$ cat config.mk
export PLATFORM = sky130hd
export DESIGN_NAME = sipo_rx
export DESIGN_NICKNAME = d
export VERILOG_FILES = /design/src/rtl/sipo_rx.sv
export SDC_FILE = /design/constraint.sdc
export NUM_CORES = 1
export LEC_CHECK = 0
export CORE_AREA = 4 4 41 43
export CTS_CLUSTER_DIAMETER = 150
export DETAILED_ROUTE_END_ITERATION = 10
export DIE_AREA = 0 0 45 47
export PLACE_DENSITY = 0.72
export SLEW_MARGIN = 20
export SYNTH_ARGS = -nofsm -noshare
export SYNTH_HDL_FRONTEND = slang
export SYNTH_SLANG_ARGS = --single-unit
$ cat constraint.sdc
create_clock -name clk -period 1.32 [get_ports clk]
set_input_delay 0.132 -clock clk [delete_from_list [all_inputs] [get_ports clk]]
set_output_delay 0.132 -clock clk [all_outputs]
set_load 0.02 [all_outputs]
$ cat src/rtl/sipo_rx.sv
// ---------------------------------------------------------------------------
// sipo_rx : serial-in / parallel-out word receiver.
//
// A frame opens with a start strobe. WIDTH bits are then collected on
// shift_en strobes, with any number of idle cycles between them. When the
// last bit is sampled, the word is copied into data_out and held there,
// flagged by data_valid, until the consumer acknowledges it.
//
// Parameters
//   WIDTH      serial bits per word (2..32)
//   MSB_FIRST  1: the first bit lands in data_out[WIDTH-1]
//              0: the first bit lands in data_out[0]
//
// Ports
//   clk        rising-edge clock
//   reset      synchronous, active-high reset
//   start      frame-start strobe (aborts a frame that is in progress)
//   shift_en   bit strobe; serial_in is sampled when high
//   serial_in  serial data bit
//   data_ack   consumer acknowledge of data_out
//   data_out   last completed word (registered)
//   data_valid data_out holds an unacknowledged word
//   busy       a frame is in progress
//   overrun    sticky: a word completed over an unacknowledged word
//   frame_err  one-cycle pulse when start aborts a frame
// ---------------------------------------------------------------------------
module sipo_rx #(
    parameter int WIDTH     = 4,
    parameter bit MSB_FIRST = 1'b1
) (
    input  logic             clk,
    input  logic             reset,
    input  logic             start,
    input  logic             shift_en,
    input  logic             serial_in,
    input  logic             data_ack,
    output logic [WIDTH-1:0] data_out,
    output logic             data_valid,
    output logic             busy,
    output logic             overrun,
    output logic             frame_err
);

    localparam int             CW   = $clog2(WIDTH + 1);
    localparam logic [CW-1:0]  LAST = CW'(WIDTH - 1);

    typedef enum logic {
        IDLE = 1'b0,
        RECV = 1'b1
    } state_t;

    state_t           r_state;
    logic [CW-1:0]    r_cnt;
    logic [WIDTH-1:0] r_shift;
    logic [WIDTH-1:0] r_data;
    logic             r_valid;
    logic             r_overrun;
    logic             r_frame_err;

    logic [WIDTH-1:0] w_shift_next;

    // Shift direction decides which end of the word the first bit ends up in.
    always_comb begin
        w_shift_next = r_shift;
        if (MSB_FIRST) begin
            w_shift_next = {r_shift[WIDTH-2:0], serial_in};
        end else begin
            w_shift_next = {serial_in, r_shift[WIDTH-1:1]};
        end
    end

    always_ff @(posedge clk) begin
        if (reset) begin
            r_state     <= IDLE;
            r_cnt       <= '0;
            r_shift     <= '0;
            r_data      <= '0;
            r_valid     <= 1'b0;
            r_overrun   <= 1'b0;
            r_frame_err <= 1'b0;
        end else begin
            r_frame_err <= 1'b0;

            // Acknowledge clears the flag; a word completing in this same
            // cycle re-sets it below, so the new word is never lost.
            if (data_ack) begin
                r_valid <= 1'b0;
            end

            case (r_state)
                IDLE: begin
                    if (start) begin
                        r_state <= RECV;
                        r_cnt   <= '0;
                        r_shift <= '0;
                    end
                end

                RECV: begin
                    if (start) begin
                        // Abort and restart: stay in RECV with a fresh word.
                        r_frame_err <= 1'b1;
                        r_cnt       <= '0;
                        r_shift     <= '0;
                    end else if (shift_en) begin
                        if (r_cnt == LAST) begin
                            r_data  <= w_shift_next;
                            r_valid <= 1'b1;
                            if (r_valid && !data_ack) begin
                                r_overrun <= 1'b1;
                            end
                            r_state <= IDLE;
                            r_cnt   <= '0;
                            r_shift <= w_shift_next;
                        end else begin
                            r_cnt   <= r_cnt + CW'(1);
                            r_shift <= w_shift_next;
                        end
                    end
                end

                default: r_state <= IDLE;
            endcase
        end
    end

    assign data_out   = r_data;
    assign data_valid = r_valid;
    assign busy       = (r_state == RECV);
    assign overrun    = r_overrun;
    assign frame_err  = r_frame_err;

endmodule

Word-level counts from Yosys, hierarchy flattened. Index checks and enable logic that the tools add are counted. W data, S select, Z words.

Eq/ne operators: 3. Mux-type cells: 19. Add/sub/neg operators: 1. Reduce and logical (&&, ||, !) cells: 6. Bitwise logic cells: 2.

Operators by type and width (number): $mux W3 (7); $pmux W3 S2 (2); $mux W1 (9); $reduce_and A5 Y1 (1); $reduce_and A4 Y1 (1); $add A3 B1 Y3 const B (1); $eq A3 B2 Y1 const B (1); $ne A3 B3 Y1 const B (1); $ne A2 B2 Y1 const B (1); $not A1 Y1 (2); $pmux W1 S2 (1); $reduce_and A2 Y1 (1); $reduce_or A2 Y1 (1); $logic_and A1 B1 Y1 (1); $logic_not A1 Y1 (1).

Bits in registers: 14. Logic and storage cells: 38. Output and inout bits: 8. Bits of input ports: 6.

Logic depth before layout (Yosys ltp).
Depth after elaboration: 5. Gate-level depth with buffers: 4. Mapped depth without buffers: 4.

Worst setup path before layout. No wires, ideal clock.

Kind: flip-flop to flip-flop. From: reg r_cnt[0]. To: reg r_data[0], in the netlist data_out[0]. Data arrival time: 1.085 ns. Clock period less this slack: 1.156 ns. Slack: 0.164 ns. Required time: 1.248 ns. Path buffers: 0. Setup time: 0.072 ns. Cell stages (with the launch flop): 5. Cell sequence: dfxtp_1 -> ha_1 -> nand2b_4 -> nor3_4 -> mux2i_1.

Longest elaborated chain between the ends: 2.

Ends and longest elaborated chain: start, declared (line 53) `logic [CW-1:0] r_cnt;`; start signal, assigned (line 116) `r_cnt <= r_cnt + CW'(1);`; $eq A3 B2 Y1 (line 106) `if (r_cnt == LAST) begin`; $reduce_and A4 Y1 (no source line); end signal, assigned (line 107) `r_data <= w_shift_next;`; end, declared (line 55) `logic [WIDTH-1:0] r_data;`.

No other way between the ends. A chain may end at the register's enable or synchronous reset.

Worst setup path in the final report. Ends and elaborated chain as after synthesis.

==> impl_metrics.py <==
metrics = {
    "sta": {
        "period_needed_ns": 1.18,
        "tightest_slew_ns": 0.316,
        "clock_skew_ns": 0.00505,
        "maxSlewHeadroom_pct": 78.9,
        "period_share_pct": 89.2,
        "timing.fmax_ghz": 0.849,
        "hold_viol_final": 0,
        "rsz0062_at_grt": "false",
        "slew_viol_final": 0,
        "finalSetupViolations": 0,
        "finalSetupTns_ns": 0,
    },
    "die": {
        "initial_utilization_pct": 42.7,
        "ioPinCount": 14,
        "die-area_um2": 2120,
        "die_y_um": 47,
        "core_um2": 1300,
        "dieWidth_um": 45,
        "core.rowCount": 13,
    },
    "drt": {
        "drt_iter0_drc": 1,
        "wirelength_um": 1080,
        "wire_per_inst_um": 11.1,
        "drt-pass1-iter-count": 2,
        "ant_nets": 0,
        "vias": 470,
        "vias_per_cell": 4.85,
        "drc": 0,
    },
    "global_route": {
        "top_usage_layer": "met2",
        "gr-usage-all-layers_pct": 13.2,
        "grt_max_degree": 9,
        "grt_pass1_wl_um": 1900,
        "antenna_found_initial": 0,
        "grt_pass1_vias": 480,
        "grtUsageMet2_pct": 23.4,
        "use_met1_pct": 12.9,
        "grtUsageMet3_pct": 5.75,
        "overflow": 0,
    },
    "power_and_ir_drop": {
        "peakVddDrop_uv": 745,
        "p_total_mw": 0.799,
        "p_leak_nw": 0.311,
        "pwr_density_cell_nw_per_um2": 1030,
    },
    "cts": {
        "cts_tree": "done",
        "clockBufferDepth": 2,
        "clock_sinks": 14,
        "cts_root_buf": "clkbuf_4",
        "clkLatencyLatePin_ns": 0.28,
        "postCtsSetupBuffers": 0,
        "htreeDepth": 1,
        "cts_made_buffers": 3,
        "path_clk_slew_ns": 0.08,
    },
    "place": {
        "dpl_cell_area_um2": 739,
        "gp_congestion": 0.687,
        "dp_hpwl_um": 840,
        "io_buffers": 13,
        "dpl.cell_count": 93,
    },
    "final_layout": {
        "nNetsFinal": 90,
        "syn2layout_area_growth_pct": 40.1,
        "final_util_pct": 59.8,
        "multi_input_area_um2": 270,
        "antenna_cells": 0,
        "fillers": 126,
        "final_cells": 97,
        "drive_gt1_share_pct": 17.1,
        "seq_area_um2": 280,
        "final_cell_area_um2": 778,
    },
    "synth": {
        "synthFlopType": "dfxtp_1",
        "ys_async_sr_fraction_pct": 0,
        "ys_warn_count": 0,
        "synthDistinctLibCells": 20,
        "synth_top_area_share_pct": 50.5,
        "ys_seq_elements": 14,
        "synth_edf_count": 0,
        "syn-num-nets": 68,
        "synth_top_area_cell": "dfxtp_1",
        "ys_seq_area_share_pct": 50.5,
        "yosys-top-cells-count": "nand2_1, dfxtp_1, a21oi_1, mux2i_1",
        "synthTopCellsByArea": "dfxtp_1, nand2_1, mux2i_1",
        "syn_area_um2": 556,
        "synth_most_common_cell": "nand2_1",
        "netlist_instances": 61,
        "syn_area_per_cell_um2": 9.11,
    },
    "run_status": {
        "outcome": "finished, final reports clean",
    },
    "setup_path": {
        "worstPathMaxFanout": 5,
        "start_kind": "flop",
        "path_class": "reg -> reg",
        "worstPathArrival_ns": 1.39,
        "worstPathRequired_ns": 1.53,
        "critPathCaptureType": "flop",
    },
    "worst_hold_path": {
        "holdCritPathClass": "in -> reg",
    },
    "flow_run": {
        "maxCapViolCount": 0,
    },
}
-- cells by family (layout without fill, tap and decap cells) --
| logic type | count (synthesis) | count (layout) | synth area share [%] |
|---|---|---|---|
| buffers and inverters | 4 | 25 | 3.15 |
| AO/OA/AOI/OAI | 9 | 9 | 9.23 |
| multiplexers | 4 | 4 | 7.21 |
| adder cells (fa/ha/maj) | 1 | 1 | 2.25 |
| AND/OR/NAND/NOR | 29 | 29 | 27.7 |
| flip-flops | 14 | 14 | 50.5 |
-- worst paths after layout --
kind         cells past startpoint  slack, ns          end       from
max reg2reg                      4       0.14  data_out[0]   r_cnt[0]
min                              3       0.43   r_shift[0]  serial_in
max                              4       0.14  data_out[0]   r_cnt[0]
min reg2reg                      2       0.44     r_cnt[2]   r_cnt[2]
-- layout make-up --
class	instances	share of cell area [%]
clock buffer	4	4.66
sequential	14	36.0
inverter	2	0.965
timing repair buffer	19	21.2
tap	15	2.41
multi-input combinational	43	34.7
-- registers in the layout, indices dropped and copies added (netlist names) --
register,cells
busy,1
overrun,1
data_out,4
data_valid,1
r_shift,3
frame_err,1
r_cnt,3
-- repair_timing --
action,4_1_cts,5_1_grt
pin swaps,0,2
setup endpoints to repair,8,4
gates resized for setup,8,2
hold endpoints to repair,0,0
hold buffers,0,0
-- worst max-delay path, stage by stage, from the launching register on --
cell	delay [ns]
dfxtp_1	0.38
ha_4	0.17
nand2b_4	0.07
nor3_4	0.26
mux2i_1	0.23
-- metal layers --
metal  vias to the layer above  part of all wire [%]
met4                         0                   1.8
met2                         8                    54
li1                        248                     -
met1                       210                    39
met5                         -                     0
met3                         4                   5.4
-- layout by cell type, fill, tap and decap left out, types with 2 or more instances in the layout --
cell type / n
nand2_1: 17
dfxtp_1: 14
dlygate4sd2_1: 8
a21oi_1: 7
buf_4: 6
clkdlybuf4s50_1: 5
mux2i_1: 4
clkbuf_4: 3
nor2_1: 2
nand3b_1: 2
-- where the power goes --
group          internal [mW]  switching, mW
Combinational         0.0339         0.0308
Clock                  0.168          0.135
Sequential             0.427        0.00414
-- metrics by stage --
stage               setup slack [ns]  hold slack [ns]
detailed placement           -0.0291            0.436
finish                         0.143            0.434
floorplan                      0.164            0.201
CTS                          0.00785            0.424
global route                  0.0149            0.455
global placement              0.0340            0.426
Note: power is estimated with default switching activity, not from simulation.
